--- src/rtl/mips_pkg.sv ---
// Shared definitions for the mul/div sequencer: funct codes, FSM states, datapath width.
package mips_pkg;

    localparam int DATA_W = 32;

    localparam logic [5:0] F_MFHI  = 6'b010000;
    localparam logic [5:0] F_MFLO  = 6'b010010;
    localparam logic [5:0] F_MULT  = 6'b011000;
    localparam logic [5:0] F_MULTU = 6'b011001;
    localparam logic [5:0] F_DIV   = 6'b011010;
    localparam logic [5:0] F_DIVU  = 6'b011011;

    typedef enum logic [2:0] {
        S_IDLE,
        S_PREP,
        S_ITER,
        S_FIX,
        S_DONE
    } state_t;

endpackage

--- src/rtl/muldiv_iter_core.sv ---
// Iterative datapath: shift-add multiply / restoring divide on magnitudes,
// with the sign fix-up applied combinationally on the result outputs.
module muldiv_iter_core
    import mips_pkg::*;
#(
    parameter int WIDTH = DATA_W
) (
    input  logic             clock,
    input  logic             reset,
    input  logic             i_load,
    input  logic             i_div,
    input  logic             i_signed,
    input  logic [WIDTH-1:0] i_rs,
    input  logic [WIDTH-1:0] i_rt,
    input  logic             i_prep,
    input  logic             i_step,
    output logic [WIDTH-1:0] o_hi,
    output logic [WIDTH-1:0] o_lo,
    output logic             o_dbz
);

    logic [WIDTH-1:0]   r_rs, r_rt;
    logic               r_div, r_sgn;
    logic               r_neg_q, r_neg_r;
    // r_m: multiplicand (mul) or divisor (div); {r_acc,r_q}: product or {rem,quo}
    logic [WIDTH-1:0]   r_m, r_acc, r_q;

    logic               w_sa, w_sb;
    logic [WIDTH-1:0]   w_abs_rs, w_abs_rt;
    logic [WIDTH:0]     w_sum;
    logic [WIDTH:0]     w_rem_sh;
    logic [WIDTH-1:0]   w_diff;
    logic               w_fits;
    logic [2*WIDTH-1:0] w_prod, w_prod_fix;
    logic [WIDTH-1:0]   w_quo, w_rem;

    assign w_sa     = r_sgn & r_rs[WIDTH-1];
    assign w_sb     = r_sgn & r_rt[WIDTH-1];
    assign w_abs_rs = w_sa ? -r_rs : r_rs;
    assign w_abs_rt = w_sb ? -r_rt : r_rt;

    // Multiply step: conditional add with carry out, then {acc,mplr} >> 1
    assign w_sum    = {1'b0, r_acc} + {1'b0, (r_q[0] ? r_m : '0)};

    // Divide step: {rem,quo} << 1, trial subtract; remainder stays below the divisor
    assign w_rem_sh = {r_acc, r_q[WIDTH-1]};
    assign w_fits   = (w_rem_sh >= {1'b0, r_m});
    assign w_diff   = w_rem_sh[WIDTH-1:0] - r_m;

    // Operand capture, magnitude prep, then one iteration per enabled cycle
    always_ff @(posedge clock or posedge reset) begin
        if (reset) begin
            r_rs    <= '0;
            r_rt    <= '0;
            r_div   <= 1'b0;
            r_sgn   <= 1'b0;
            r_neg_q <= 1'b0;
            r_neg_r <= 1'b0;
            r_m     <= '0;
            r_acc   <= '0;
            r_q     <= '0;
        end else if (i_load) begin
            r_rs  <= i_rs;
            r_rt  <= i_rt;
            r_div <= i_div;
            r_sgn <= i_signed;
        end else if (i_prep) begin
            r_neg_q <= w_sa ^ w_sb;
            r_neg_r <= w_sa;
            r_m     <= r_div ? w_abs_rt : w_abs_rs;
            r_q     <= r_div ? w_abs_rs : w_abs_rt;
            r_acc   <= '0;
        end else if (i_step) begin
            if (r_div) begin
                r_acc <= w_fits ? w_diff : w_rem_sh[WIDTH-1:0];
                r_q   <= {r_q[WIDTH-2:0], w_fits};
            end else begin
                r_acc <= w_sum[WIDTH:1];
                r_q   <= {w_sum[0], r_q[WIDTH-1:1]};
            end
        end
    end

    assign w_prod     = {r_acc, r_q};
    assign w_prod_fix = r_neg_q ? -w_prod : w_prod;
    assign w_quo      = r_neg_q ? -r_q : r_q;
    assign w_rem      = r_neg_r ? -r_acc : r_acc;
    assign o_dbz      = r_div & (r_rt == '0);

    // Result select: signed product, fixed quotient/remainder, or the divide-by-zero pattern
    always_comb begin
        o_hi = w_prod_fix[2*WIDTH-1:WIDTH];
        o_lo = w_prod_fix[WIDTH-1:0];
        if (r_div) begin
            if (o_dbz) begin
                o_hi = r_rs;
                o_lo = '1;
            end else begin
                o_hi = w_rem;
                o_lo = w_quo;
            end
        end
    end

endmodule

--- src/rtl/muldiv_controller.sv ---
// Mul/div sequencer: FSM, iteration counter, HI/LO ownership and pipeline stall.
module muldiv_controller
    import mips_pkg::*;
#(
    parameter int WIDTH = DATA_W,
    parameter int CNT_W = 6
) (
    input  logic             clock,
    input  logic             reset,
    input  logic             start,
    input  logic [5:0]       funct,
    input  logic [WIDTH-1:0] rs_data,
    input  logic [WIDTH-1:0] rt_data,
    input  logic             read_hi,
    input  logic             read_lo,
    output logic             busy,
    output logic             stall,
    output logic             done,
    output logic             div_by_zero,
    output logic [WIDTH-1:0] hi,
    output logic [WIDTH-1:0] lo,
    output logic [WIDTH-1:0] read_data
);

    state_t           r_state, w_next;
    logic [CNT_W-1:0] r_cnt;
    logic [WIDTH-1:0] r_hi, r_lo;
    logic             r_dbz;

    logic             w_valid_funct, w_accept;
    logic             w_busy, w_done, w_load, w_prep, w_step, w_fix, w_last;
    logic [WIDTH-1:0] w_core_hi, w_core_lo;
    logic             w_core_dbz;

    assign w_valid_funct = (funct == F_MULT) || (funct == F_MULTU) ||
                           (funct == F_DIV)  || (funct == F_DIVU);
    assign w_accept      = (r_state == S_IDLE) && start && w_valid_funct;
    assign w_last        = (r_cnt == CNT_W'(WIDTH - 1));

    // State register
    always_ff @(posedge clock or posedge reset) begin
        if (reset) r_state <= S_IDLE;
        else       r_state <= w_next;
    end

    // Next state and per-state control strobes
    always_comb begin
        w_next = r_state;
        w_busy = 1'b0;
        w_done = 1'b0;
        w_load = 1'b0;
        w_prep = 1'b0;
        w_step = 1'b0;
        w_fix  = 1'b0;
        case (r_state)
            S_IDLE: begin
                w_load = w_accept;
                if (w_accept) w_next = S_PREP;
            end
            S_PREP: begin
                w_busy = 1'b1;
                w_prep = 1'b1;
                w_next = S_ITER;
            end
            S_ITER: begin
                w_busy = 1'b1;
                w_step = 1'b1;
                if (w_last) w_next = S_FIX;
            end
            S_FIX: begin
                w_busy = 1'b1;
                w_fix  = 1'b1;
                w_next = S_DONE;
            end
            S_DONE: begin
                w_done = 1'b1;
                w_next = S_IDLE;
            end
            default: w_next = S_IDLE;
        endcase
    end

    // Iteration counter: cleared in PREP, counts ITER cycles
    always_ff @(posedge clock or posedge reset) begin
        if (reset)       r_cnt <= '0;
        else if (w_prep) r_cnt <= '0;
        else if (w_step) r_cnt <= r_cnt + CNT_W'(1);
    end

    // HI/LO and the divide-by-zero flag are committed only when leaving FIX
    always_ff @(posedge clock or posedge reset) begin
        if (reset) begin
            r_hi  <= '0;
            r_lo  <= '0;
            r_dbz <= 1'b0;
        end else if (w_fix) begin
            r_hi  <= w_core_hi;
            r_lo  <= w_core_lo;
            r_dbz <= w_core_dbz;
        end
    end

    muldiv_iter_core #(.WIDTH(WIDTH)) u_core (
        .clock    (clock),
        .reset    (reset),
        .i_load   (w_load),
        .i_div    (funct[1]),
        .i_signed (~funct[0]),
        .i_rs     (rs_data),
        .i_rt     (rt_data),
        .i_prep   (w_prep),
        .i_step   (w_step),
        .o_hi     (w_core_hi),
        .o_lo     (w_core_lo),
        .o_dbz    (w_core_dbz)
    );

    assign busy        = w_busy;
    assign done        = w_done;
    assign div_by_zero = w_done & r_dbz;
    assign stall       = w_busy & (read_hi | read_lo | start);
    assign hi          = r_hi;
    assign lo          = r_lo;
    assign read_data   = read_hi ? r_hi : r_lo;

endmodule

--- config.mk ---
export PLATFORM = sky130hd
export DESIGN_NAME = muldiv_controller
export DESIGN_NICKNAME = d
export VERILOG_FILES = /design/src/rtl/mips_pkg.sv /design/src/rtl/muldiv_iter_core.sv /design/src/rtl/muldiv_controller.sv
export SDC_FILE = /design/constraint.sdc
export NUM_CORES = 1
export LEC_CHECK = 0
export CORE_AREA = 2 2 189 191
export DETAILED_ROUTE_END_ITERATION = 6
export DIE_AREA = 0 0 191 193
export HOLD_SLACK_MARGIN = 0.03
export PLACE_DENSITY_LB_ADDON = 0.25
export SLEW_MARGIN = 0
export SYNTH_ARGS = -nofsm -noshare
export SYNTH_HDL_FRONTEND = slang
export SYNTH_SLANG_ARGS = --single-unit
--- constraint.sdc ---
create_clock -name clock -period 7.35 [get_ports clock]
set_input_delay 1.47 -clock clock [delete_from_list [all_inputs] [get_ports clock]]
set_output_delay 1.47 -clock clock [all_outputs]
set_load 0.005 [all_outputs]
# --- Yosys cells after proc, flatten, opt, wreduce, memory -nomap -nowiden ---
# Cells that the tools add are included.
totals:
  register_bits: 238
  word_cells: 87
  out_inout_bits: 100
classes:
  n_mux: 31
  n_eq_ne: 11
  n_reduce_logical: 12
  addsub: 8
  n_bitwise: 10
  magnitude_cmp: 1
op_table:
  columns: ["cell", "count"]
  rows:
  - ["2-to-1 mux 32 bit", 19]
  - ["negation 32 bit", 4]
  - ["2-to-1 mux 64 bit", 1]
  - ["negation 64 bit", 1]
  - ["adder 32 x 32 -> 33 bit", 1]
  - [">= comparator 33 x 32 -> 1 bit", 1]
  - ["zero test 32 bit", 1]
  - ["subtractor 32 bit", 1]
  - ["== test 6 x 5 -> 1 bit (second input constant)", 5]
  - ["2-to-1 mux 6 bit", 2]
  - ["one-hot mux 3 bit (4 select lines)", 1]
  - ["adder 6 x 1 -> 6 bit (second input constant)", 1]
  - ["== test 3 x 2 -> 1 bit (second input constant)", 2]
  - ["2-to-1 mux 1 bit", 6]
  - ["2-to-1 mux 3 bit", 2]
  - ["AND reduction 2 bit", 3]
  - ["AND 1 bit", 5]
  - ["!= test 2 bit (second input constant)", 2]
  - ["== test 3 x 1 -> 1 bit (second input constant)", 1]
  - ["== test 3 bit (second input constant)", 1]
  - ["zero test 3 bit", 1]
  - ["logical OR 1 bit", 3]
  - ["OR reduction 3 bit", 1]
  - ["logical AND 1 bit", 2]
  - ["other kinds (4)", 6]

# --- Depth between registers and ports, before layout ---
logic_depth:
  word_depth: 8
  depth_mapped: 14
  ltp_nobuf: 13

# --- Hierarchy ---
# From an unflattened synthesis, not the netlist that was laid out.
unflattened:
  hier_cells: 2160
  area_unflattened_um2: 18580.3
by_module_without_submodules:
  columns: ["mod", "cells_per_inst", "area_each_um2", "n_inst", "seq_area_each_um2"]
  rows:
  - ["muldiv_iter_core", 1926, 15088.2, 1, 4103.9]
  - ["muldiv_controller", 234, 3492.1, 1, 1851.8]

# --- Worst setup path before layout ---
# No wires, ideal clock.
synth_path:
  kind: "input -> output"
  start: "input port read_hi"
  end: "output port read_data[10]"
  arrival_time_ns: 2.395
  t_required_ns: 5.880
  path_stages: 3
  setup_slack_ns: 3.485
  path_cell_list: "clkbuf_1 > clkbuf_1 > mux2_2"
synth_via:
  elab_chain_len: 1
synth_rtl:
  columns: ["item", "line", "rtl"]
  rows:
  - ["from (decl)", "muldiv_controller.sv:14", "input logic read_hi,"]
  - ["2-to-1 mux 32 bit", "muldiv_controller.sv:124", "assign read_data = read_hi ? r_hi : r_lo;"]
  - ["to (decl)", "muldiv_controller.sv:22", "output logic [WIDTH-1:0] read_data"]
# Every way passes these cells.

# --- Final worst setup path ---
layout_path:
  start: "register u_core.r_q[0]"
  end: "register r_hi[18], in the netlist hi[18]"
layout_via:
  elab_chain_len: 3
layout_rtl:
  columns: ["item", "line", "rtl"]
  rows:
  - ["from (decl)", "muldiv_iter_core.sv:26", "logic [WIDTH-1:0] r_m, r_acc, r_q;"]
  - ["from (signal assigned)", "muldiv_iter_core.sv:71", "r_q <= r_div ? w_abs_rs : w_abs_rt;"]
  - ["from (signal assigned)", "muldiv_iter_core.sv:76", "r_q <= {r_q[WIDTH-2:0], w_fits};"]
  - ["from (signal assigned)", "muldiv_iter_core.sv:79", "r_q <= {w_sum[0], r_q[WIDTH-1:1]};"]
  - ["negation 64 bit", "muldiv_iter_core.sv:85", "assign w_prod_fix = r_neg_q ? -w_prod : w_prod;"]
  - ["2-to-1 mux 64 bit", "muldiv_iter_core.sv:85", null]
  - ["2-to-1 mux 32 bit", "muldiv_iter_core.sv:94", "if (r_div) begin"]
  - ["to (signal assigned)", "muldiv_controller.sv:97", "r_hi <= w_core_hi;"]
  - ["to (decl)", "muldiv_controller.sv:27", "logic [WIDTH-1:0] r_hi, r_lo;"]
# Every way passes these cells.
# A chain may end at the register's enable or synchronous reset.

==> impl_metrics.py <==
metrics = {
    "worst_setup_path": {
        "critPathCaptureType": "flip-flop",
        "worstSetupPathType": "reg -> reg",
        "worstPathMaxFanout": 18,
        "worst_ep_required_time_ns": 7.80,
        "r2r_slack_ns": 2.71,
        "reg2regPathDepth": 12,
        "crit_arrival_ns": 5.09,
        "reg2reg_from": "u_core.r_q[0]$_DFFE_PP0P_",
        "r2r_end": "hi[18]$_DFFE_PP0P_",
        "startpoint_type": "flip-flop",
    },
    "sta": {
        "slew_violations": 0,
        "tightestPinTransition_ns": 1.37,
        "rsz0062_at_grt": "no",
        "max_slew_margin": 0.0821,
        "finalSetupViolCount": 0,
        "tns_ns": 0,
        "finalWorstSetupSlack_ns": 2.71,
        "max_freq_mhz": 216,
        "period_share": 0.631,
        "layout_min_cycle_time_ns": 4.64,
        "skew_ns": 0.0203,
        "hold_violations": 0,
    },
    "power_and_ir_drop": {
        "leakagePower_nw": 8.91,
        "powerDensity_nw_per_um2": 355,
        "peakVddDrop_v": 0.000206,
        "finalPower_mw": 7.50,
    },
    "min_path": {
        "min_delay_worst_endpoint": "u_core.r_m[12]$_DFFE_PP0P_",
        "min-delay-start": "u_core.r_m[12]$_DFFE_PP0P_",
        "hold_path_class": "reg -> reg",
        "min_path_cells": 2,
    },
    "synthesis": {
        "synth_area_leaders": "dfrtp_1 (32%), mux2_2 (6.0%), o21ai_0 (5.3%)",
        "yosysSeqAreaShare": 0.325,
        "synth_area_per_cell_um2": 8.29,
        "ys_ff_latch": 238,
        "yosysWarningCount": 0,
        "syn_nets": 2358,
        "synth_cell_types": 83,
        "synth_ff_type": "dfrtp_1",
        "yosys.area.top_type": "dfrtp_1",
        "yosysTopAreaCellShare": 0.325,
        "async_flop_share": 1.00,
        "netlist_area_um2": 18300,
        "synth_edf_count": 0,
        "netlist_instances": 2212,
    },
    "drt": {
        "ant_nets": 0,
        "vias": 17500,
        "first_pass_iters": 7,
        "drcViolationCount": 0,
        "routedWlPerCell_um": 22.5,
        "avgViaCountPerCell": 6.36,
        "drt-initial-drc-count": 2003,
        "drt_wl_total_um": 62000,
    },
    "job": {
        "drv_cap": 0,
    },
    "final_layout": {
        "syn2layout_area_growth_pct": 15.3,
        "fin_cells": 2756,
        "fin_util": 0.605,
        "drive_gt1_frac": 0.0885,
        "layout.nets": 2420,
        "diodes": 0,
        "layout_commonest_cell": "dfrtp_1",
        "layout_common_cells": "dfrtp_1 (236), nand2_1 (227), o21ai_0 (193), nor2_1 (189), clkdlybuf4s50_1 (174)",
    },
    "clock_network": {
        "h-tree-depth": 1,
        "holdBufCountCts": 0,
        "clk_pin_slew_worst_paths_ns": 0.06,
        "cts_buffers": 28,
        "root_buffer": "clkbuf_16",
        "cts_resized": 0,
        "clockBufferDepth": 3,
        "cts_tree": "yes",
        "cts_setup_buffers": 0,
        "cts_num_sinks": 238,
        "clk_latency_ns": 0.57,
    },
    "floorplan": {
        "start_util": 0.524,
        "die_h_um": 193,
        "die_w_um": 191,
        "ios": 175,
        "core_um2": 35000,
        "row_count": 69,
        "die_area_um2": 36900,
    },
    "global_route": {
        "grt_usage": 0.331,
        "grt_start_max_net_pins": 170,
        "grt_pass1_vias": 16000,
        "grt_remaining_overflow": 0,
        "antenna_found_initial": 2,
        "grt_pass1_wl_um": 94400,
    },
    "placement": {
        "place_ws_ns": 2.71,
        "place_inst": 2705,
        "gp_congestion": 1.02,
        "dp_hpwl_um": 45900,
        "portBuffers": 174,
    },
    "run_status": {
        "status": "completed",
    },
}
-- per-layer routing --
metal,wire length [um],vias to the layer above,global-route usage
li1,-,8049,-
met1,26500,8325,0.479
met2,25900,975,0.483
met3,6680,175,0.0668
met4,2840,4,0.133
met5,27,-,0
-- metrics by stage --
stage | hold slack, ns | cell area, um2
final | 0.482 | 21100
after global routing | 0.501 | 21100
after CTS | 0.486 | 21100
after detailed placement | 0.473 | 20200
after global placement | 0.462 | 20200
after floorplan | 0.442 | 18300
-- registers in the layout, indices dropped and copies added (netlist names) --
name            count
r_cnt               6
r_state             3
u_core.r_neg_q      1
lo                 32
u_core.r_m         32
u_core.r_rs        32
r_dbz               1
u_core.r_acc       32
u_core.r_rt        32
u_core.r_neg_r      1
hi                 32
u_core.r_div        1
u_core.r_sgn        1
u_core.r_q         32
-- cell type report --
class	instances	area [um2]
Inverter	77	293
Fill cell	3091	13800
Tap cell	461	577
Timing Repair Buffer	191	1890
Clock inverter	13	115
Clock buffer	38	810
Multi-Input combinational cell	1738	11500
Sequential cell	238	5960
-- logic make-up after synthesis --
kind of cell,Yosys count,share of synthesized area
compound gates,673,0.224
buf+inv,236,0.0493
simple gates,634,0.163
xor+xnor,203,0.0970
flops,238,0.325
fa+ha+maj,71,0.0493
mux,157,0.0927
-- Yosys cell counts (5+ instances only) --
cell,count
o31ai_1,27
or3_1,26
o21ai_0,193
nor2_1,191
a21o_1,30
nor4_1,14
and3_1,9
o21a_1,11
nand4_1,15
o41ai_1,10
o22ai_1,5
or4_1,17
nand2_1,227
ha_1,69
a221o_1,5
o21ai_1,51
nor2b_1,7
inv_1,76
nor3_1,32
a31oi_1,39
or2_2,8
clkbuf_1,135
o22a_1,6
mux2i_1,58
xor2_1,93
nand2b_1,8
mux2_2,98
o211ai_1,54
a21oi_1,165
and2_1,9
buf_1,19
o21bai_1,7
a22oi_1,17
xnor2_1,110
nand3_1,37
a41oi_1,5
o221ai_1,7
dfrtp_1,238
-- critical path: stages (launching register included) --
cell and delay (ns):
dfrtp_1 0.47, inv_1 0.58, buf_4 0.39, ha_1 0.26, or3b_2 0.48, or4b_4 0.57, or3_4 0.45, nand2b_4 0.25
o41ai_2 0.38, xor2_1 0.36, o21ai_1 0.10, a21oi_1 0.17, nor2_1 0.05
-- worst max-delay path by stage --
stage,end,cells past startpoint,from,slack [ns]
after floorplan,hi[0]$_DFFE_PP0P_,1,reset,2.76
after global placement,read_data[15],4,read_hi,2.78
after detailed placement,read_data[19],4,read_hi,2.71
after CTS,read_data[19],4,read_hi,2.72
after global routing,hi[18]$_DFFE_PP0P_,12,u_core.r_q[0]$_DFFE_PP0P_,2.54
final,hi[18]$_DFFE_PP0P_,12,u_core.r_q[0]$_DFFE_PP0P_,2.71
-- power by group --
part	switching, mW	total (mW)	internal [mW]
clock	0.587	1.40	0.808
combinational	2.22	3.89	1.67
sequential	0.616	2.21	1.60
No activity file was read; power rests on OpenSTA's default activity.
